$ cat src/rtl/multicycle_controller.sv
// multicycle_controller: multicycle ARM-subset control FSM with condition flags and memory handshake
module multicycle_controller (
    input  logic       clk,
    input  logic       reset,
    input  logic [3:0] Cond,
    input  logic [1:0] Op,
    input  logic [5:0] Funct,
    input  logic [3:0] Rd,
    input  logic [3:0] ALUFlags,
    input  logic       mem_ready,
    output logic       PCWrite,
    output logic       IRWrite,
    output logic       RegWrite,
    output logic       MemWrite,
    output logic       MemReq,
    output logic       AdrSrc,
    output logic       ALUSrcA,
    output logic [1:0] ResultSrc,
    output logic [1:0] ALUSrcB,
    output logic [1:0] ALUControl,
    output logic [1:0] ImmSrc,
    output logic [1:0] RegSrc,
    output logic [3:0] State
);
    typedef enum logic [3:0] {
        FETCH = 4'd0, DECODE = 4'd1, MEMADR = 4'd2, MEMREAD = 4'd3, MEMWB = 4'd4,
        MEMWRITE = 4'd5, EXECR = 4'd6, EXECI = 4'd7, ALUWB = 4'd8, BRANCH = 4'd9
    } state_t;
    state_t state;
    logic [3:0] flags;
    logic [3:0] cmd;
    logic n, z, c, v, condex, condex_q, addsub;
    logic regw, branch, aluop, memreq, memwrite, irwrite;
    assign {n, z, c, v} = flags;
    assign cmd = Funct[4:1];
    assign addsub = (cmd == 4'b0100) || (cmd == 4'b0010);
    always_comb begin
        condex = 1'b0;
        case (Cond)
            4'd0:  condex = z;
            4'd1:  condex = !z;
            4'd2:  condex = c;
            4'd3:  condex = !c;
            4'd4:  condex = n;
            4'd5:  condex = !n;
            4'd6:  condex = v;
            4'd7:  condex = !v;
            4'd8:  condex = c && !z;
            4'd9:  condex = !c || z;
            4'd10: condex = n == v;
            4'd11: condex = n != v;
            4'd12: condex = !z && (n == v);
            4'd13: condex = z || (n != v);
            4'd14: condex = 1'b1;
            default: condex = 1'b0;
        endcase
    end
    always_ff @(posedge clk) begin
        if (reset) begin
            state    <= FETCH;
            flags    <= 4'b0000;
            condex_q <= 1'b0;
        end else begin
            case (state)
                FETCH:    if (mem_ready) state <= DECODE;
                DECODE: begin
                    condex_q <= condex;
                    state <= Op == 2'b01 ? MEMADR : Op == 2'b10 ? BRANCH :
                             Op == 2'b11 ? FETCH : Funct[5] ? EXECI : EXECR;
                end
                MEMADR:   state <= Funct[0] ? MEMREAD : MEMWRITE;
                MEMREAD:  if (mem_ready) state <= MEMWB;
                MEMWRITE: if (!condex_q || mem_ready) state <= FETCH;
                EXECR, EXECI: begin
                    state <= ALUWB;
                    if (Funct[0] && condex_q) begin
                        flags[3:2] <= ALUFlags[3:2];
                        if (addsub) flags[1:0] <= ALUFlags[1:0];
                    end
                end
                default:  state <= FETCH;
            endcase
        end
    end
    always_comb begin
        AdrSrc    = 1'b0;
        ALUSrcA   = 1'b0;
        ALUSrcB   = 2'b00;
        ResultSrc = 2'b00;
        regw      = 1'b0;
        branch    = 1'b0;
        aluop     = 1'b0;
        memreq    = 1'b0;
        memwrite  = 1'b0;
        irwrite   = 1'b0;
        case (state)
            FETCH: begin
                ALUSrcA   = 1'b1;
                ALUSrcB   = 2'b10;
                ResultSrc = 2'b10;
                memreq    = 1'b1;
                irwrite   = mem_ready;
            end
            DECODE: begin
                ALUSrcA   = 1'b1;
                ALUSrcB   = 2'b10;
                ResultSrc = 2'b10;
            end
            MEMADR:   ALUSrcB = 2'b01;
            MEMREAD: begin
                AdrSrc = 1'b1;
                memreq = 1'b1;
            end
            MEMWRITE: begin
                AdrSrc   = condex_q;
                memreq   = condex_q;
                memwrite = condex_q;
            end
            MEMWB: begin
                ResultSrc = 2'b01;
                regw      = 1'b1;
            end
            EXECR:    aluop = 1'b1;
            EXECI: begin
                ALUSrcB = 2'b01;
                aluop   = 1'b1;
            end
            ALUWB:    regw = 1'b1;
            BRANCH: begin
                ALUSrcB   = 2'b01;
                ResultSrc = 2'b10;
                branch    = 1'b1;
            end
            default: ;
        endcase
    end
    assign PCWrite  = !reset && (state == FETCH ? mem_ready : condex_q && (branch || (regw && Rd == 4'hF)));
    assign IRWrite  = !reset && irwrite;
    assign RegWrite = !reset && regw && condex_q;
    assign MemWrite = !reset && memwrite;
    assign MemReq   = !reset && memreq;
    assign ALUControl = !aluop ? 2'b00 : cmd == 4'b0100 ? 2'b00 : cmd == 4'b0010 ? 2'b01 :
                        cmd == 4'b0000 ? 2'b10 : cmd == 4'b1100 ? 2'b11 : 2'b00;
    assign ImmSrc = Op;
    assign RegSrc = {Op == 2'b01, Op == 2'b10};
    assign State  = state;
endmodule

$ cat config.mk
export PLATFORM = sky130hd
export DESIGN_NAME = multicycle_controller
export DESIGN_NICKNAME = d
export VERILOG_FILES = /design/src/rtl/multicycle_controller.sv
export SDC_FILE = /design/constraint.sdc
export NUM_CORES = 1
export LEC_CHECK = 0
export BUFFER_PORTS_ARGS = -buffer_cell sky130_fd_sc_hd__buf_2
export CAP_MARGIN = 20
export CORE_ASPECT_RATIO = 0.75
export CORE_MARGIN = 2
export CORE_UTILIZATION = 41
export DETAILED_ROUTE_END_ITERATION = 10
export GPL_TIMING_DRIVEN = 0
export PLACE_DENSITY = 0.76
export SLEW_MARGIN = 20
export SYNTH_ARGS = -nofsm -noshare
export SYNTH_HDL_FRONTEND = slang
export SYNTH_SLANG_ARGS = --single-unit
$ cat constraint.sdc
create_clock -name clk -period 1.35 [get_ports clk]
set_input_delay 0.2025 -clock clk [delete_from_list [all_inputs] [get_ports clk]]
set_output_delay 0.2025 -clock clk [all_outputs]
set_load 0.005 [all_outputs]
==> impl_metrics.tcl, run 1 <==
set metrics [dict create \
    status "finished, violations left" \
    violations_in_the_final_reports "negative setup slack" \
    pin_count_of_the_biggest_net_entering_global_routing 11 \
    classification_of_the_worst_slack_hold_path "in -> reg" \
    critPathMaxFanout 10 \
    finalCriticalPeriod_ns 1.740 \
    power_per_cell_area_nw_per_um2 678.4 \
    synth_seq_area_share_pct 19.75 \
    startpoint_of_the_worst_register_to_register_path "State[1]$_SDFFE_PP0P_" \
    internal_power_uw 653.3 \
    timing.setup.tns_ns -3.565 \
    holdCritStartpoint "ALUFlags[0]" \
    synth_cell_type_count 42 \
    timing_worst_slew_pin_value_ns 0.5484 \
    syn-mean-instance-area_um2 7.476 \
    p_clk_share_pct 21.4 \
    antenna_left 0 \
    hold-path-endpoint "flags[0]$_SDFFE_PP0P_" \
    mappedNetlistArea_um2 912.1 \
    num_vias 1175 \
    layout-drive-gt1-share_pct 55.25 \
    syn_to_final_growth_pct 68.04 \
    h_tree_lvl_count 1 \
    initial_core_util_pct 44.51 \
    grt_pass1_vias 1094 \
    max-vdd-ir-drop_mv 0.5538 \
    synthesis.nets 145 \
    final_number_of_hold_violating_endpoints 0 \
    globalplace.congestion 0.8976 \
    synth_enable_flop_cells 0 \
    grt_pass1_wl_um 4802 \
    die_w_um 58.47 \
    antenna_found_initial 0 \
    globalRouteMet3Util_pct 6.017 \
    synth-async-reset-ratio_pct 0 \
    most-common-layout-cells "sky130_fd_sc_hd__buf_2 (43), sky130_fd_sc_hd__nor2_1 (15), sky130_fd_sc_hd__buf_4 (11)" \
    drt_drc_violations_left 0 \
    switching_share_pct 37.17 \
    drt_iter0_drc 48 \
    cap_violations 0 \
    skew_ns 0.003986 \
    fp.dieArea_um2 2622 \
    setup_ws_ns -0.3899 \
    hold-path-cell-count 3 \
    clock_sink_count 9 \
    drt_wl_total_um 3485 \
    n_antenna_cell 0 \
    postSynthRegisterBits 9 \
    detail_route.vias_per_cell 5.732 \
    rows 14 \
    globalRouteMet2Util_pct 43.82 \
    clk_pin_slew_worst_paths_ns 0.07 \
    startpoint_type "flop" \
    post_drt_wl_per_cell_um 17.00 \
    grt.met1_usage_pct 29.77 \
    cp.arrival_ns 1.54 \
    drt_first_pass_iters 4 \
    tritoncts "yes" \
    crit_path_end_kind "output pin" \
    r2r_cells 6 \
    crit_type "reg -> out" \
    layout_commonest_cell "sky130_fd_sc_hd__buf_2" \
    total_net_switching_power_uw 386.5 \
    die_height_um 44.85 \
    fp.coreArea_um2 2049 \
    critical_path_required_ns 1.15 \
    synth_cells 122 \
    setup_viol 19 \
    synth_warnings 0 \
    ctsLongestPathBuffers 2 \
    worstReg2RegEnd "State[2]$_SDFFE_PP0P_" \
    max_slew_headroom_at_the_worst_pin_pct 63.44 \
    grtUsageTotal_pct 24.49 \
    place.port_buffers 40 \
    global_route.peak_usage_layer "met2" \
    highest_achievable_clock_rate_mhz 574.7 \
    post_cts_hold_buffer_count 0 \
    power.share.sequential_pct 29.0 \
    period_share_pct 128.9 \
    hold_ws_ns 0.1636 \
    clkLatencyLatePin_ns 0.27 \
    combPwrFrac_pct 49.6 \
    drv_slew 0 \
    static-leakage-power_nw 0.6844 \
    post-dp-hpwl_um 2011 \
    grt_overflow_total 0 \
    worst_reg2reg_setup_slack_ns -0.29 \
    cts.root.buffer_cell "sky130_fd_sc_hd__clkbuf_4" \
    grt_setup_unrepaired "yes" \
    io_pins 44 \
    tritoncts.num_buffers 3 \
    net_count_final 205 \
    yosys_most_used_dff "sky130_fd_sc_hd__dfxtp_1" \
]
[worst max path at each step]
stage | to | slack [ns] | from
floorplan | State[2]$_SDFFE_PP0P_ | -0.01 | State[2]$_SDFFE_PP0P_
global placement | PCWrite | -0.21 | State[0]$_SDFFE_PP0P_
detailed placement | PCWrite | -0.29 | State[0]$_SDFFE_PP0P_
CTS | MemReq | -0.29 | State[1]$_SDFFE_PP0P_
global route | PCWrite | -0.45 | State[1]$_SDFFE_PP0P_
finish | PCWrite | -0.39 | State[1]$_SDFFE_PP0P_
[routing by layer]
metal / vias to the layer above / wire [um] / share of wire, %
met5: - / 0 / 0
met4: 0 / 14 / 0.40
met3: 2 / 208 / 6.0
met2: 53 / 1896 / 54
met1: 567 / 1366 / 39
li1: 553 / - / -
[synthesized netlist by cell type, types with 4 or more instances]
cell / count / share of area, %
sky130_fd_sc_hd__nor2_1: 16 / 6.6
sky130_fd_sc_hd__dfxtp_1: 9 / 20
sky130_fd_sc_hd__a21oi_1: 8 / 4.4
sky130_fd_sc_hd__nor2b_1: 6 / 4.1
sky130_fd_sc_hd__nor3_1: 6 / 3.3
sky130_fd_sc_hd__buf_2: 5 / 2.7
sky130_fd_sc_hd__mux2i_1: 5 / 5.5
sky130_fd_sc_hd__nand2_1: 5 / 2.1
sky130_fd_sc_hd__xor2_1: 5 / 4.8
sky130_fd_sc_hd__inv_1: 4 / 1.6
sky130_fd_sc_hd__nand2b_1: 4 / 2.7
[flip-flops by register name (all words and copies together), names as in the netlist]
register  cells
condex_q      1
State         4
flags         4
[logic make-up after synthesis]
group	Yosys count	share of synthesized area, %
AO/OA/AOI/OAI	27	20.17
XOR/XNOR	8	7.682
buffers and inverters	15	8.503
flip-flops	9	19.75
multiplexers	5	5.487
AND/OR/NAND/NOR	58	38.41
[final cells by class]
class / instances / area [um^2]
Buffer: 10 / 86.33
Clock buffer: 4 / 26.28
Fill cell: 148 / 516.7
Inverter: 4 / 18.77
Multi-Input combinational cell: 98 / 824.5
Sequential cell: 9 / 196.4
Tap cell: 24 / 30.03
Timing Repair Buffer: 56 / 350.3
[power groups by stage]
stage,Clock [mW],Combinational (mW),Sequential [mW]
after floorplan,0,0.200,0.299
after global placement,0,0.310,0.302
after detailed placement,0,0.318,0.303
after CTS,0.218,0.411,0.299
after global routing,0.236,0.547,0.304
final,0.223,0.516,0.301
[critical path: stages, from the launching register on]
cell and delay [ns]:
sky130_fd_sc_hd__dfxtp_4 0.38, sky130_fd_sc_hd__buf_4 0.20, sky130_fd_sc_hd__nor4_4 0.26, sky130_fd_sc_hd__nand2_1 0.15, sky130_fd_sc_hd__a21oi_2 0.15, sky130_fd_sc_hd__buf_2 0.14
[per-stage QoR]
step | cell area, um^2 | power, mW | std cells | util, % | setup WS [ns]
global placement | 1156 | 0.6114 | 186 | 56.41 | -0.2129
CTS | 1393 | 0.9288 | 201 | 67.95 | -0.2895
finish | 1533 | 1.040 | 205 | 74.79 | -0.3899
detailed placement | 1156 | 0.6213 | 186 | 56.41 | -0.2869
global route | 1533 | 1.087 | 205 | 74.79 | -0.4487
floorplan | 925.9 | 0.4992 | 122 | - | -0.01029
[what timing repair did]
item | in CTS | in global routing
setup buffers | 12 | 5
resized for setup | 33 | 24
pin swaps | 10 | 6
endpoints found under the setup margin | 18 | 21
Power figures use the tool's default switching activity.
==> inputs of run 2 (changes only) <==
CORE_UTILIZATION = 43   (was 41)
CTS_BUF_LIST = sky130_fd_sc_hd__clkbuf_8   (was not set)
PLACE_DENSITY = 0.79   (was 0.76)
==> impl_metrics.tcl, run 2 (synthesis results as in run 1) <==
set metrics [dict create \
    layout.cells.non_filler 208 \
    grt_pass1_wl_um 5099 \
    timing.setup.tns_ns -2.513 \
    crit_type "reg -> out" \
    max_slew_headroom_at_the_worst_pin_pct 62.68 \
    placement.cell_area_um2 1156 \
    hold-path-cell-count 3 \
    rows 14 \
    io_pins 44 \
    worst-path-buf-inv 2 \
    tritoncts "yes" \
    skew_ns 0.003173 \
    net_count_final 208 \
    h_tree_lvl_count 1 \
    post-dp-hpwl_um 1948 \
    clock_sink_count 9 \
    top_delay_family_on_crit_path "simple AND/OR/NAND/NOR gates" \
    cap_violations 0 \
    initial_core_util_pct 45.68 \
    pin_count_of_the_biggest_net_entering_global_routing 11 \
    critical_path_required_ns 1.15 \
    setup_ws_ns -0.2870 \
    place.port_buffers 40 \
    drt_first_pass_iters 4 \
    dp_cells 186 \
    most-common-layout-cells "sky130_fd_sc_hd__buf_2 (44), sky130_fd_sc_hd__nor2_1 (15), sky130_fd_sc_hd__buf_4 (15)" \
    power_per_cell_area_nw_per_um2 735.2 \
    detail_route.vias_per_cell 5.808 \
    highest_achievable_clock_rate_mhz 610.9 \
    max-vdd-ir-drop_mv 0.6637 \
    static-leakage-power_nw 0.7235 \
    drt_drc_violations_left 0 \
    grtUsageTotal_pct 27.00 \
    layout_commonest_cell "sky130_fd_sc_hd__buf_2" \
    antenna_left 0 \
    startpoint_type "flop" \
    syn_to_final_growth_pct 74.90 \
    grt_setup_unrepaired "yes" \
    clkLatencyLatePin_ns 0.24 \
    holdCritStartpoint "ALUFlags[2]" \
    fp.dieArea_um2 2509 \
    ctsLongestPathBuffers 2 \
    setup_viol 21 \
    clk_pin_slew_worst_paths_ns 0.05 \
    die_height_um 43.89 \
    r2r_cells 7 \
    drt_wl_total_um 3617 \
    n_antenna_cell 0 \
    finalCriticalPeriod_ns 1.637 \
    num_vias 1208 \
    startpoint_of_the_worst_register_to_register_path "State[0]$_SDFFE_PP0P_" \
    crit_path_end_kind "output pin" \
    critPathMaxFanout 6 \
    stdcell_area_um2 1595 \
    classification_of_the_worst_slack_hold_path "in -> reg" \
    grt_overflow_total 0 \
    cts.root.buffer_cell "sky130_fd_sc_hd__clkbuf_8" \
    fp.coreArea_um2 1997 \
    drv_slew 0 \
    status "finished, violations left" \
    layout-drive-gt1-share_pct 57.07 \
    post-layout-total-power_mw 1.173 \
    setup.worst_path.start "State[2]$_SDFFE_PP0P_" \
    die_w_um 57.18 \
    crit_cells 5 \
    cp.arrival_ns 1.43 \
    post_drt_wl_per_cell_um 17.39 \
    final_number_of_hold_violating_endpoints 0 \
    place_worst_setup_slack_ns -0.2719 \
    tritoncts.num_buffers 3 \
    final_core_utilization_pct 79.89 \
    violations_in_the_final_reports "negative setup slack" \
    timing_worst_slew_pin_value_ns 0.5551 \
    cp_cell_sequence "buf_8, nor4_4, nand2_1, a21oi_1, buf_2" \
    globalplace.congestion 0.9157 \
    drt_iter0_drc 89 \
    cp_slowest_stage_delay_ns 0.36 \
    critical_path_slowest_stage_cell "sky130_fd_sc_hd__dfxtp_4" \
    hold_ws_ns 0.1971 \
    antenna_found_initial 0 \
    period_share_pct 121.3 \
    grt_pass1_vias 1116 \
]
run 2: changes by cell type in the layout (fill, tap and decap cells not counted), sizes merged:
cell,change
clkinvlp,-1
inv,+2
buf,+1
clkbuf,+1
run 2: metal layers:
| layer | vias up | track usage [%] | wire [um] |
|---|---|---|---|
| met2 | 65 | 46.21 | 1857 |
| met1 | 562 | 30.63 | 1325 |
| met4 | 0 | 14.88 | 160 |
| met5 | - | 0 | 0 |
| met3 | 16 | 7.761 | 274 |
| li1 | 565 | - | - |
run 2: worst paths after layout:
kind / to / slack, ns
min reg2reg: flags[1]$_SDFFE_PP0P_ / 0.55
min: flags[2]$_SDFFE_PP0P_ / 0.20
max reg2reg: State[2]$_SDFFE_PP0P_ / -0.26
max: PCWrite / -0.29
run 2: worst min-delay path: stages:
cell and delay (ns):
sky130_fd_sc_hd__buf_2 0.08, sky130_fd_sc_hd__mux2i_1 0.05, sky130_fd_sc_hd__nor2_1 0.07
run 2: timing repair:
action	in CTS	in global routing
pin swaps	8	18
hold buffers	0	0
buffers inserted	14	5
resized for setup	26	33
endpoints found under the setup margin	17	19
run 2: layout make-up:
type                    instances  area [um^2]
multi-input cells              98        848.3
clock buffers                   3        41.29
repair buffers                 59        366.6
flip-flops and latches          9        198.9
well taps                      24        30.03
clock inverters                 1        3.754
inverters                       4        15.01
plain buffers                  10        91.34
fillers                       132        401.6
run 2: power breakdown:
group,internal (mW),switching (mW)
Combinational,0.288,0.268
Sequential,0.277,0.0194
Clock,0.199,0.121
Total,0.764,0.409
==> inputs of run 3 (changes only) <==
CORE_MARGIN = 10   (was 2)
==> impl_metrics.tcl, run 3 (synthesis results as in run 1) <==
set metrics [dict create \
    combPwrFrac_pct 43.0 \
    layout_commonest_cell "sky130_fd_sc_hd__buf_2" \
    ctsLongestPathBuffers 2 \
    highest_achievable_clock_rate_mhz 600.2 \
    num_vias 1130 \
    cp_cell_sequence "buf_4, nor4_4, nand2_1, a21oi_1, buf_2" \
    post-layout-total-power_mw 1.068 \
    drt_first_pass_iters 4 \
    globalplace.congestion 0.8832 \
    r2r_cells 6 \
    fp.coreArea_um2 2014 \
    net_count_final 201 \
    internal_power_uw 709.1 \
    most-common-layout-cells "sky130_fd_sc_hd__buf_2 (43), sky130_fd_sc_hd__nor2_1 (15), sky130_fd_sc_hd__buf_4 (14)" \
    drt_drc_violations_left 0 \
    stdcell_area_um2 1445 \
    switching_share_pct 33.62 \
    detail_route.vias_per_cell 5.622 \
    max_slew_headroom_at_the_worst_pin_pct 65.85 \
    h_tree_lvl_count 1 \
    grtUsageTotal_pct 13.89 \
    drv_slew 0 \
    clk_pin_slew_worst_paths_ns 0.05 \
    tritoncts "yes" \
    place.port_buffers 40 \
    grt_pass1_vias 1013 \
    crit_type "reg -> out" \
    layout.area.seq_um2 191.4 \
    drt_iter0_drc 61 \
    grt_overflow_total 0 \
    antenna_left 0 \
    cp_slowest_stage_delay_ns 0.36 \
    fp.dieArea_um2 4382 \
    grt_setup_unrepaired "yes" \
    die_w_um 73.18 \
    cp.arrival_ns 1.46 \
    final_number_of_hold_violating_endpoints 0 \
    finalCriticalPeriod_ns 1.666 \
    static-leakage-power_nw 0.6481 \
    clkLatencyLatePin_ns 0.23 \
    hold-path-cell-count 3 \
    post-dp-hpwl_um 2181 \
    cap_violations 0 \
    initial_core_util_pct 45.28 \
    clock_sink_count 9 \
    n_antenna_cell 0 \
    die_height_um 59.89 \
    status "finished, violations left" \
    rows 14 \
    critical_path_slowest_stage_cell "sky130_fd_sc_hd__dfxtp_4" \
    crit_path_end_kind "output pin" \
    power.share.sequential_pct 28.3 \
    startpoint_type "flop" \
    critical_path_required_ns 1.15 \
    placement.cell_area_um2 1156 \
    classification_of_the_worst_slack_hold_path "in -> reg" \
    setup_ws_ns -0.3162 \
    total_net_switching_power_uw 359.1 \
    antenna_found_initial 0 \
    fillerInstances 169 \
    io_pins 44 \
    critPathMaxFanout 10 \
    cts.root.buffer_cell "sky130_fd_sc_hd__clkbuf_8" \
    setup_viol 17 \
    multi_input_area_um2 787.0 \
    tritoncts.num_buffers 3 \
    period_share_pct 123.4 \
    timing_worst_slew_pin_value_ns 0.5123 \
    post_cts_hold_buffer_count 0 \
    skew_ns 0.003536 \
    syn_to_final_growth_pct 58.44 \
    violations_in_the_final_reports "negative setup slack" \
    grt_pass1_wl_um 5037 \
    layout-drive-gt1-share_pct 50.85 \
    max-vdd-ir-drop_mv 0.7345 \
    p_clk_share_pct 28.7 \
    pin_count_of_the_biggest_net_entering_global_routing 11 \
    post_drt_wl_per_cell_um 16.77 \
    drt_wl_total_um 3371 \
    power_per_cell_area_nw_per_um2 739.2 \
]
-- run 3: cell types whose count changed in the layout (fill, tap and decap cells not counted), sizes merged --
cell | previous run | this run
clkbuf | 6 | 4
buf | 66 | 61
-- run 3: area by class of cell --
cell class	instances	share of cell area (%)
buffer	11	6.234
clock buffer	3	2.857
clock inverter	1	0.2597
inverter	4	1.039
multi-input combinational	98	54.46
sequential	9	13.25
tap	24	2.078
timing repair buffer	51	19.83
-- run 3: final timing paths --
check	startpoint	to	slack, ns
worst max-delay path	State[1]$_SDFFE_PP0P_	PCWrite	-0.32
worst min-delay path	ALUFlags[2]	flags[2]$_SDFFE_PP0P_	0.21
worst max register to register	State[1]$_SDFFE_PP0P_	State[2]$_SDFFE_PP0P_	-0.26
worst min register to register	flags[1]$_SDFFE_PP0P_	flags[1]$_SDFFE_PP0P_	0.57
-- run 3: power groups by stage --
stage | sequential (mW) | combinational [mW] | clock (mW)
finish | 0.302 | 0.460 | 0.306
global route | 0.304 | 0.500 | 0.323
CTS | 0.296 | 0.384 | 0.308
detailed placement | 0.303 | 0.319 | 0
global placement | 0.302 | 0.312 | 0
floorplan | 0.299 | 0.200 | 0
-- run 3: timing repair --
action / in CTS / in global routing
endpoints found under the setup margin: 17 / 20
buffers inserted: 5 / 6
pin swaps: 5 / 5
gates resized for setup: 18 / 21
-- run 3: metal layers --
metal | GRT usage [%] | wire length (um) | vias up
met3 | 4.636 | 198 | 9
met5 | 0 | 0 | -
li1 | - | - | 546
met2 | 22.89 | 1744 | 36
met4 | 2.703 | 50 | 0
met1 | 17.15 | 1377 | 539
-- run 3: worst max-delay path, delay by kind of cell, from the launching register on --
kind            cells  cell delay, ns
simple gates        2            0.38
flops               1            0.36
compound gates      1            0.15
buf+inv             2            0.33
-- run 3: metrics by stage --
stage                     hold WS [ns]  setup WS, ns  util (%)  setup TNS [ns]  instances
final                           0.2075       -0.3162     71.74          -2.979        201
after global placement          0.4356       -0.1955     57.39         -0.8100        186
after global routing            0.2372       -0.3858     71.74          -4.146        201
after floorplan                 0.2699      -0.01029         -        -0.01029        122
after detailed placement        0.4463       -0.2250     57.39          -1.219        186
after CTS                       0.2074       -0.2683     65.16          -2.559        195
